### config.mk
export PLATFORM = sky130hd
export DESIGN_NAME = ahb3lite_gpio
export DESIGN_NICKNAME = d
export VERILOG_FILES = /design/src/rtl/gpio_pkg.sv /design/src/rtl/gpio_debounce.sv /design/src/rtl/ahb3lite_gpio.sv
export SDC_FILE = /design/constraint.sdc
export NUM_CORES = 1
export LEC_CHECK = 0
export BUFFER_PORTS_ARGS = -buffer_cell sky130_fd_sc_hd__buf_2
export CAP_MARGIN = 20
export CORE_MARGIN = 2
export CORE_UTILIZATION = 47
export CTS_CLUSTER_DIAMETER = 100
export DETAILED_ROUTE_END_ITERATION = 12
export PLACE_DENSITY = 0.78
export SKIP_LAST_GASP = 1
export SYNTH_ARGS = -nofsm -noshare
export SYNTH_HDL_FRONTEND = slang
export SYNTH_SLANG_ARGS = --single-unit
### constraint.sdc
create_clock -name hclk_i -period 3.7 [get_ports hclk_i]
set_input_delay 0 -clock hclk_i [delete_from_list [all_inputs] [get_ports hclk_i]]
set_output_delay 0 -clock hclk_i [all_outputs]
set_load 0.02 [all_outputs]
### src/rtl/gpio_pkg.sv
// gpio_pkg: register map, AHB transfer constants and byte-lane decode for ahb3lite_gpio
package gpio_pkg;
  typedef enum logic [2:0] {
    REG_DOUT = 3'd0,
    REG_SET  = 3'd1,
    REG_CLR  = 3'd2,
    REG_TGL  = 3'd3,
    REG_DIN  = 3'd4,
    REG_IEN  = 3'd5,
    REG_IST  = 3'd6,
    REG_RSV  = 3'd7
  } reg_e;
  localparam logic [1:0] HTRANS_IDLE   = 2'd0;
  localparam logic [1:0] HTRANS_BUSY   = 2'd1;
  localparam logic [1:0] HTRANS_NONSEQ = 2'd2;
  localparam logic [1:0] HTRANS_SEQ    = 2'd3;
  localparam logic [2:0] HSIZE_BYTE    = 3'd0;
  localparam logic [2:0] HSIZE_HALF    = 3'd1;
  localparam logic [2:0] HSIZE_WORD    = 3'd2;
  function automatic logic [3:0] byte_lanes(input logic [2:0] size, input logic [1:0] addr);
    return size == HSIZE_BYTE ? 4'b0001 << addr :
           size == HSIZE_HALF ? (addr[1] ? 4'b1100 : 4'b0011) : 4'b1111;
  endfunction
endpackage

### src/rtl/gpio_debounce.sv
// gpio_debounce: single-pin filter; output follows input only after CYC consecutive differing cycles
module gpio_debounce #(
  parameter int CYC = 10000
) (
  input  logic clk,
  input  logic rst,
  input  logic d,
  output logic q
);
  localparam int CW = $clog2(CYC + 1);
  logic [CW-1:0] cnt;
  always_ff @(posedge clk or posedge rst)
    if (rst) begin
      q   <= 1'b0;
      cnt <= '0;
    end else if (d == q) begin
      cnt <= '0;
    end else if (cnt == CW'(CYC - 1)) begin
      q   <= d;
      cnt <= '0;
    end else begin
      cnt <= cnt + 1'b1;
    end
endmodule

### src/rtl/ahb3lite_gpio.sv
// ahb3lite_gpio: zero-wait-state AHB3-Lite GPIO slave with W1S/W1C/W1T outputs and rising-edge IRQ.
// Optional per-pin input debounce when GPIO_DEBOUNCE_EN is defined.
module ahb3lite_gpio
  import gpio_pkg::*;
#(
  parameter int G_WIDTH        = 8,
  parameter int G_SYNC_STAGES  = 2,
  parameter int G_DEBOUNCE_CYC = 10000,
  parameter int HADDR_SIZE     = 32,
  parameter int HDATA_SIZE     = 32
) (
  input  logic                  hclk_i,
  input  logic                  hreset_i,
  input  logic                  hsel_i,
  input  logic [HADDR_SIZE-1:0] haddr_i,
  input  logic [HDATA_SIZE-1:0] hwdata_i,
  output logic [HDATA_SIZE-1:0] hrdata_o,
  input  logic                  hwrite_i,
  input  logic [2:0]            hsize_i,
  input  logic [1:0]            htrans_i,
  input  logic                  hready_i,
  output logic                  hreadyout_o,
  output logic                  hresp_o,
  output logic [G_WIDTH-1:0]    gpio_o,
  input  logic [G_WIDTH-1:0]    gpio_i,
  output logic                  irq_o
);
  logic acc, dp_act, dp_wr;
  reg_e dp_off;
  logic [3:0] dp_be;
  logic [31:0] lane_m;
  logic [G_WIDTH-1:0] wmask, wbits, dout, dout_n, ien, ien_n, ist, ist_n, din, din_q, rise, rd;
  logic [G_SYNC_STAGES-1:0][G_WIDTH-1:0] sync;
  logic wr_dout, wr_set, wr_clr, wr_tgl, wr_ien, wr_ist;
  logic unused;
  assign acc = hsel_i & htrans_i[1] & hready_i;
  assign hreadyout_o = 1'b1;
  assign hresp_o = 1'b0;
  assign gpio_o = dout;
  always_ff @(posedge hclk_i or posedge hreset_i)
    if (hreset_i) begin
      dp_act <= 1'b0;
      dp_wr  <= 1'b0;
      dp_off <= REG_DOUT;
      dp_be  <= '0;
    end else begin
      dp_act <= acc;
      dp_wr  <= acc & hwrite_i;
      if (acc) begin
        dp_off <= reg_e'(haddr_i[4:2]);
        dp_be  <= byte_lanes(hsize_i, haddr_i[1:0]);
      end
    end
  assign lane_m = {{8{dp_be[3]}}, {8{dp_be[2]}}, {8{dp_be[1]}}, {8{dp_be[0]}}};
  assign wmask = lane_m[G_WIDTH-1:0];
  assign wbits = hwdata_i[G_WIDTH-1:0] & wmask;
  assign wr_dout = dp_wr & (dp_off == REG_DOUT);
  assign wr_set  = dp_wr & (dp_off == REG_SET);
  assign wr_clr  = dp_wr & (dp_off == REG_CLR);
  assign wr_tgl  = dp_wr & (dp_off == REG_TGL);
  assign wr_ien  = dp_wr & (dp_off == REG_IEN);
  assign wr_ist  = dp_wr & (dp_off == REG_IST);
  always_comb begin
    dout_n = wr_dout ? (dout & ~wmask) | wbits :
             wr_set  ? dout | wbits :
             wr_clr  ? dout & ~wbits :
             wr_tgl  ? dout ^ wbits : dout;
    ien_n  = wr_ien ? (ien & ~wmask) | wbits : ien;
    // a new edge wins over a simultaneous clear
    ist_n  = (ist & ~(wr_ist ? wbits : '0)) | rise;
  end
  always_ff @(posedge hclk_i or posedge hreset_i)
    if (hreset_i) begin
      dout  <= '0;
      ien   <= '0;
      ist   <= '0;
      irq_o <= 1'b0;
      sync  <= '0;
      din_q <= '0;
    end else begin
      dout  <= dout_n;
      ien   <= ien_n;
      ist   <= ist_n;
      irq_o <= |(ist & ien);
      sync  <= {sync[G_SYNC_STAGES-2:0], gpio_i};
      din_q <= din;
    end
`ifdef GPIO_DEBOUNCE_EN
  for (genvar i = 0; i < G_WIDTH; i++) begin : g_db
    gpio_debounce #(.CYC(G_DEBOUNCE_CYC)) u_db (
      .clk(hclk_i),
      .rst(hreset_i),
      .d  (sync[G_SYNC_STAGES-1][i]),
      .q  (din[i])
    );
  end
`else
  always_ff @(posedge hclk_i or posedge hreset_i)
    if (hreset_i) din <= '0;
    else din <= sync[G_SYNC_STAGES-1];
`endif
  assign rise = din & ~din_q;
  always_comb begin
    rd = !dp_act ? '0 :
         (dp_off == REG_DIN) ? din :
         (dp_off == REG_IEN) ? ien :
         (dp_off == REG_IST) ? ist :
         (dp_off == REG_RSV) ? '0 : dout;
    hrdata_o = HDATA_SIZE'(rd);
  end
  assign unused = ^{haddr_i, hwdata_i, hsize_i, htrans_i[0], lane_m};
endmodule

### After elaboration in Yosys (flattened, before gate mapping)

Cells that the tools add are included.

* eq/ne operators: 8
* shift-type cells: 1
* mux-type cells: 13
* bitwise logic cells: 25
* reductions and logical operators: 4

Operators with widths (number)
* 8-bit 2-to-1 mux: 10
* 8-bit AND: 7
* 8-bit inverter: 4
* 8-bit bitwise OR: 4
* 3-bit equality test, second input constant: 4
* 1-bit AND: 9
* 8-bit OR reduction: 1
* 8-bit XOR: 1
* 3-bit by 1-bit equality test with 1-bit output, second input constant: 2
* 3-bit by 2-bit equality test with 1-bit output, second input constant: 2
* 3-bit zero test: 2
* 4-bit nonzero test: 1
* 1-bit 2-to-1 mux: 3
* 1-bit by 2-bit << shifter with 1-bit output, first input constant: 1

* register bits after elaboration: 63
* input port bits: 82
* output and inout port bits: 43
* word-level logic and storage cells: 63

### Longest topological paths before layout

Gate-level depths: netlist of the first run.

* depth after elaboration: 6
* gate-level depth with buffers: 8
* mapped depth without buffers: 6

### Least setup slack after synthesis of the first run

OpenSTA, ideal clock, no wires.

* path kind: flip-flop to flip-flop
* from: register dp_be[0]
* to: register (tool-made name)
* library setup time: 131 ps
* arrival: 1550 ps
* data required time: 3569 ps
* path slack: 2019 ps
* cell stages (with the launch flop): 9
* path buffers: 2
* period minus slack after synthesis: 1681 ps
* path through: dfrtp_1 > buf_4 > clkbuf_1 > nand2_1 > ha_1 > inv_1 > o22ai_1 > a222oi_1 > o31ai_1

RTL lines
* start, declared: line ahb3lite_gpio.sv:30 `logic [3:0] dp_be;`
* start signal, assigned: line ahb3lite_gpio.sv:51 `dp_be <= byte_lanes(hsize_i, haddr_i[1:0]);`

### Worst setup path in the final report of the first run

* from: register dp_off[1]
* to: output hrdata_o[1]

* word-level cells in the longest chain between the ends: 6
* elaborated cells on any way between the ends: 9
* classes of those cells: eq/ne: 4; mux: 5

RTL lines
* start, declared: line ahb3lite_gpio.sv:29 `reg_e dp_off;`
* start signal, assigned: line ahb3lite_gpio.sv:50 `dp_off <= reg_e'(haddr_i[4:2]);`
* 3-bit equality test: line ahb3lite_gpio.sv:108 `(dp_off == REG_RSV) ? '0 : dout;`
* 8-bit 2-to-1 mux: line ahb3lite_gpio.sv:108
* 8-bit 2-to-1 mux: line ahb3lite_gpio.sv:107 `(dp_off == REG_IST) ? ist :`
* 8-bit 2-to-1 mux: line ahb3lite_gpio.sv:106 `(dp_off == REG_IEN) ? ien :`
* 8-bit 2-to-1 mux *: line ahb3lite_gpio.sv:105 `(dp_off == REG_DIN) ? din :`
* 8-bit 2-to-1 mux *: line ahb3lite_gpio.sv:104 `rd = !dp_act ? '0 :`
* end, declared: line ahb3lite_gpio.sv:17 `output logic [HDATA_SIZE-1:0] hrdata_o,`

Mark *: on every way between the ends. The rest lies on a longest branch, timed or not.

==> impl_results.md, run 1 <==
- Worst hold margin: 0.09779 ns
- Slew HR: 41.28%
- RePlAce Congestion: 0.8611
- Setup WS post-layout: 1.459 ns
- Rows: 29
- ANT nets after route: 0
- Status: completed
- Overall Global Routing Usage: 18.35%
- Cell Area, Synth: 3124 sq um
- Slowest-stage cell, CP: dfrtp_1
- Ranking of synthesized cells by area: dfrtp_1 50%, buf_4 7.2%, ha_1 6.4%
- DR vias/cell: 5.274
- Synth Area per Inst: 10.66 sq um
- CTS Buffer Depth: 2
- Post-DP Area: 3269 sq um
- Pre-CTS WS: 1.647 ns
- Reg2reg start: dp_be[0]$_DFFE_PP0N_
- Total stage count of the critical path: 7
- Post-synth cell types: 33
- Tcrit/Tclk final: 60.55%
- Initial DRC count: 180
- CP Launch Type: register
- FILL cells: 521
- H-tree depth: 3
- Post-DP HPWL: 4.208 mm
- Synth Flop Type: dfrtp_1
- Most numerous cell in the Yosys netlist: dfrtp_1
- Total number of vias: 2326
- Post-synth top area share: 50.46%
- Reg clk slew, reported paths: 0.07 ns
- Initial Util: 48.92%
- Fraction of layout cells with a size suffix above 1: 21.70%
- Non-filler cells, final: 441
- Maxcap violations: 0
- CTS tree: done
- IO Pins: 125
- CP Class: reg2out
- Drt first pass iters: 5
- WL/cell: 14.28 um
- Endpoint class of the critical path: output port
- CP Buf/Inv Count: 3
- R2R setup slack: 1.62 ns
- Hold WC Path Type: in2reg
- Port Buf Inserts: 46
- Power Density: 579.3 nW/um^2
- Max Clock Freq: 446.3 MHz
- Setup Skew: 0.008513 ns
- Clock Latency Late Sink: 0.33 ns
- Hold Vio Cnt, Final: 0
- Critical Path RT: 3.70 ns
- Initial antenna violation count: 0
- Die area: 7315 sq um
- Area growth from synthesis to layout: 19.58%
- Max VDD drop: 289.2 uV
- Area leader, netlist: dfrtp_1
- PostCTS Resize Cnt: 0
- Setup crit start: dp_off[1]$_DFFE_PP0N_
- Tmin final: 2.241 ns
- Synth cell count leaders: 63 x dfrtp_1, 41 x nand2_1, 30 x buf_4
- R2r worst-path depth: 6
- # clock sinks: 63
- CP max FO: 20
- Unrepaired setup endpoints after global routing: no
- Post-synth EDFFs: 0
- Cells after synthesis: 293
- Antenna Cells: 0
- Placed Cells: 402
- Sequential area share after synthesis: 50.46%
- CP max stage delay: 0.76 ns
- Die height: 85.53 um
- Layout Nets: 457
- Critical-path cell list: buf_4 -> nor2b_1 -> buf_4 -> nand2_1 -> o211ai_1 -> o211a_1 -> buf_2
- Async SR Flop Fraction: 100.0%
- TritonCTS Buffers: 9
- Worst slew pin tran: 0.8795 ns
- Clk root buf: clkbuf_8
- Global-route wire length before repair: 10.52 mm
- Crit-path leading delay family: flip-flops
- Core area: 6386 sq um
- Die Wd: 85.53 um
- TNS Setup: 0 ns
- Synth warnings: 0
- DRC viols: 0
- Critical Path Sink: hrdata_o[1]
- Total chip power: 2.164 mW
- Crit path DAT: 2.24 ns
- Final setup vio count: 0
- Finished Core Util: 58.50%
- Final instance area: 3736 sq um
- Most Frequent Cell on Critical Path: buf_4
- Number of global-route vias before repair: 2240
- Largest net degree at the start of global routing: 43
- Register bit total from synthesis: 63
- DRT Wirelength: 6.297 mm
- Max-slew violation count: 0
- LEAKAGE: 1.882 nW
- Grt total ovfl: 0
## layout by cell type, fill, tap and decap left out, types with 2 or more instances in the layout
master / instances
a21oi_1: 9
o21ai_0: 17
bufinv_16: 3
inv_1: 26
buf_4: 3
nand2_1: 41
nor3_1: 2
clkinv_2: 2
o211ai_1: 8
a222oi_1: 8
buf_2: 46
dlygate4sd3_1: 23
ha_1: 16
o31ai_1: 8
o22ai_1: 8
clkbuf_8: 9
o211a_1: 8
mux2_2: 11
a22oi_1: 4
nand4_1: 2
dfrtp_1: 63
conb_1: 26
mux2i_1: 8
## how the worst min path moves through the flow
stage,start,to,slack [ns],cells past startpoint
after floorplan,gpio_i[0],sync[0]$_DFF_PP0_,0.03,0
after global placement,gpio_i[2],sync[2]$_DFF_PP0_,0.11,1
after detailed placement,gpio_i[7],sync[7]$_DFF_PP0_,0.11,1
after CTS,htrans_i[1],dp_act$_DFF_PP0_,0.08,3
after global routing,htrans_i[1],dp_act$_DFF_PP0_,0.16,3
final,htrans_i[1],dp_act$_DFF_PP0_,0.1,3
## routing by layer
metal	up-vias	wire length (um)	track usage, %
li1	1096	-	-
met1	1093	2753	22.87
met2	112	2994	29.26
met3	25	321	3.754
met4	0	227	11.54
met5	-	0	0
## where the power goes
group / total (mW) / internal, mW / switching [mW]
logic: 0.568 / 0.246 / 0.322
clock network: 0.708 / 0.446 / 0.261
registers: 0.889 / 0.763 / 0.126
total: 2.16 / 1.46 / 0.709
## repair_timing
| action | CTS | global route |
|---|---|---|
| hold buffers | 23 | 0 |
| hold endpoints to repair | 62 | 0 |
| buffers inserted | 0 | 0 |
## worst reg2reg max path, delay by kind of cell, from the launching register on
family	cells	cell delay, ns
AOI/OAI and AO/OA	3	0.57
and+or+nand+nor	1	0.23
DFF	1	0.74
buffers and inverters	1	0.06
adders and majority gates	1	0.35
## final cells by class
class	instances	area (sq um)	share of cell area [%]
clock inverters	6	108.9	2.914
inverters	28	105.1	2.813
clock buffers	10	127.6	3.416
well taps	77	96.34	2.579
multi-input cells	185	1239	33.15
repair buffers	72	483.0	12.93
flip-flops and latches	63	1577	42.20
## cells by family (layout without fill, tap and decap cells)
family	after synthesis	in the layout	share of synthesized area, %
fa+ha+maj	16	16	6.408
simple gates	53	53	7.409
buf+inv	69	116	12.77
other cells	2	26	0.2404
flops	63	63	50.46
compound gates	71	71	16.18
mux	19	19	6.528
Note: power is estimated with default switching activity, not from simulation.
==> run 2: changes to the inputs <==
--- a/config.mk
+++ b/config.mk
@@ -8,10 +8,10 @@
 export BUFFER_PORTS_ARGS = -buffer_cell sky130_fd_sc_hd__buf_2
 export CAP_MARGIN = 20
 export CORE_MARGIN = 2
-export CORE_UTILIZATION = 47
+export CORE_UTILIZATION = 44
 export CTS_CLUSTER_DIAMETER = 100
 export DETAILED_ROUTE_END_ITERATION = 12
-export PLACE_DENSITY = 0.78
+export PLACE_DENSITY = 0.77
 export SKIP_LAST_GASP = 1
 export SYNTH_ARGS = -nofsm -noshare
 export SYNTH_HDL_FRONTEND = slang
==> constraint.sdc (replaced) <==
create_clock -name hclk_i -period 1.98 [get_ports hclk_i]
set_input_delay 0 -clock hclk_i [delete_from_list [all_inputs] [get_ports hclk_i]]
set_output_delay 0 -clock hclk_i [all_outputs]
set_load 0.02 [all_outputs]
==> run 2 against run 1 <==
  * Clock-buffer cell count decreased by 1
  * Utilization decreased by 3.2 points
  * Sequential cell count unchanged
  * Register-to-register slack got worse by 1.4 ns
  * Die area increased by 6.5%
  * Final cell count increased by 6.1%
  * Sequential share of layout area decreased by 0.43 points
  * Largest power group unchanged
  * Clock skew increased by 0.0055 ns
  * Non-clock buffer count increased by 8
  * Largest cell class unchanged
  * Hold slack improved by 0.025 ns
==> impl_results.md, run 2 (synthesis gave the netlist of run 1 again) <==
- Tcrit/Tclk final: 91.21%
- Total number of vias: 2350 (+1.0%)
- Overall Global Routing Usage: 17.90% (-0.45 points)
- Drt first pass iters: 5 (unchanged)
- H-tree depth: 3 (unchanged)
- Hold WC Path Type: in2reg
- Port Buf Inserts: 46 (unchanged)
- RePlAce Congestion: 0.8558 (-0.62%)
- R2r worst-path depth: 7 (+1)
- LEAKAGE: 1.894 nW (+0.61%)
- TritonCTS Buffers: 9 (unchanged)
- Reg clk slew, reported paths: 0.08 ns (about the same)
- Final setup vio count: 0 (unchanged)
- Maxcap violations: 0 (unchanged)
- Clk root buf: clkbuf_8
- ANT nets after route: 0 (unchanged)
- Unrepaired setup endpoints after global routing: no
- CP Class: reg2out
- Clock Latency Late Sink: 0.34 ns (about the same)
- Antenna Cells: 0 (unchanged)
- Max Clock Freq: 553.7 MHz
- Die Wd: 88.27 um (+3.2%)
- Slowest-stage cell, CP: dfrtp_2
- Commonest non-fill, non-tap cells in the layout: 62 x dfrtp_1, 46 x buf_2, 41 x nand2_1, 26 x inv_1, 26 x conb_1
- Post-CTS setup buffer count: 0 (unchanged)
- Power Density: 1002 nW/um^2 (+73%)
- CP Launch Type: register
- Hold Vio Cnt, Final: 0 (unchanged)
- Status: completed
- Area growth from synthesis to layout: 20.91%
- Commonest non-fill, non-tap cell in the layout: dfrtp_1
- # clock sinks: 63 (unchanged)
- DRC viols: 0 (unchanged)
- DR vias/cell: 5.021 (-4.8%)
- Die height: 88.27 um (+3.2%)
- Finished Core Util: 55.29% (-3.2 points)
- Setup Skew: 0.01405 ns (+0.005534 ns)
- Tmin final: 1.806 ns
- Non-filler cells, final: 468 (+6.1%)
- CTS tree: done
- Rows: 30 (+3.4%)
- Number of global-route vias before repair: 2238 (-0.089%)
- Initial Util: 45.73% (-3.2 points)
- Crit path DAT: 1.81 ns (-0.43 ns)
- Largest net degree at the start of global routing: 24 (-44%)
- Layout Nets: 465 (+1.8%)
- Placed Cells: 429 (+6.7%)
- Worst slew pin tran: 0.5336 ns (-0.3459 ns)
- Critical Path RT: 1.98 ns (-1.72 ns)
- Endpoint class of the critical path: output port
- WL/cell: 13.85 um (-3.0%)
- Global-route wire length before repair: 10.62 mm (+0.99%)
- Worst hold path depth: 3 (unchanged)
- Post-DP HPWL: 4.594 mm (+9.2%)
- IO Pins: 125 (unchanged)
- Max-slew violation count: 0 (unchanged)
- Die area: 7791 sq um (+6.5%)
- CP max FO: 16 (-20%)
- TNS Setup: 0 ns (unchanged)
- Initial DRC count: 203 (+13%)
- Grt total ovfl: 0 (unchanged)
- Max VDD drop: 442.9 uV (+53%)
- Fraction of layout cells with a size suffix above 1: 23.92% (+2.2 points)
- Slew HR: 64.43% (+23 points)
- Core area: 6832 sq um (+7.0%)
- DRT Wirelength: 6.484 mm (+3.0%)
- Critical-path cell list: nor2b_1 -> buf_4 -> nand2_1 -> o211ai_1 -> o211a_1 -> buf_2
- CTS Buffer Depth: 2 (unchanged)
- Initial antenna violation count: 0 (unchanged)
- CP max stage delay: 0.53 ns (-0.23 ns)
-- run 2: what timing repair did --
| action | in CTS | in global routing |
|---|---|---|
| hold buffers | 23 | 0 |
| endpoints found under the setup margin | 0 | 7 |
| resized for setup | 0 | 1 |
| hold endpoints to repair | 42 | 0 |
-- run 2: through the flow --
stage               setup WS [ns]  total power [mW]  hold slack, ns  cell area, sq um
finish                     0.1740             3.786          0.1230              3777
floorplan                  0.2994             2.460         0.03143              3214
global route              0.06304             4.047          0.1500              3777
global placement           0.2755             2.692         0.02915              3366
CTS                       0.06324             3.794         0.08593              3776
detailed placement         0.2445             2.752         0.04341              3366
-- run 2: path summary, 6_finish.rpt --
kind	start	endpoint	slack (ns)
max	dp_off[1]$_DFFE_PP0N_	hrdata_o[1]	0.17
min	htrans_i[1]	dp_act$_DFF_PP0_	0.12
max reg2reg	dp_be[0]$_DFFE_PP0N_	register	0.23
min reg2reg	sync[8]$_DFF_PP0_	din[0]$_DFF_PP0_	0.35
max in group asynchronous	hreset_i	dp_off[1]$_DFFE_PP0N_	1.09
min in group asynchronous	hreset_i	sync[6]$_DFF_PP0_	0.22
-- run 2: power breakdown --
| group | switching [mW] | internal (mW) |
|---|---|---|
| logic | 0.673 | 0.497 |
| registers | 0.185 | 1.43 |
| clock network | 0.537 | 0.466 |
-- run 2: critical path, delay by kind of cell (launching register included) --
kind                   cells  cell delay [ns]
flip-flops                 1             0.53
buffers and inverters      2             0.36
AO/OA/AOI/OAI              2             0.30
AND/OR/NAND/NOR            2             0.28
-- run 2: cell type report --
cell class / instances / area, sq um
Tap cell: 96 / 120.1
Clock inverter: 7 / 56.30
Sequential cell: 63 / 1578
Timing Repair Buffer: 80 / 555.5
Multi-Input combinational cell: 185 / 1239
Fill cell: 601 / 3054
Inverter: 28 / 105.1
Clock buffer: 9 / 123.9
-- run 2: layer usage --
metal	vias to the layer above	routed length (um)	global-route usage [%]
li1	1118	-	-
met1	1144	2759	22.65
met2	80	3323	29.87
met3	8	314	3.731
met4	0	87	7.713
met5	-	0	0
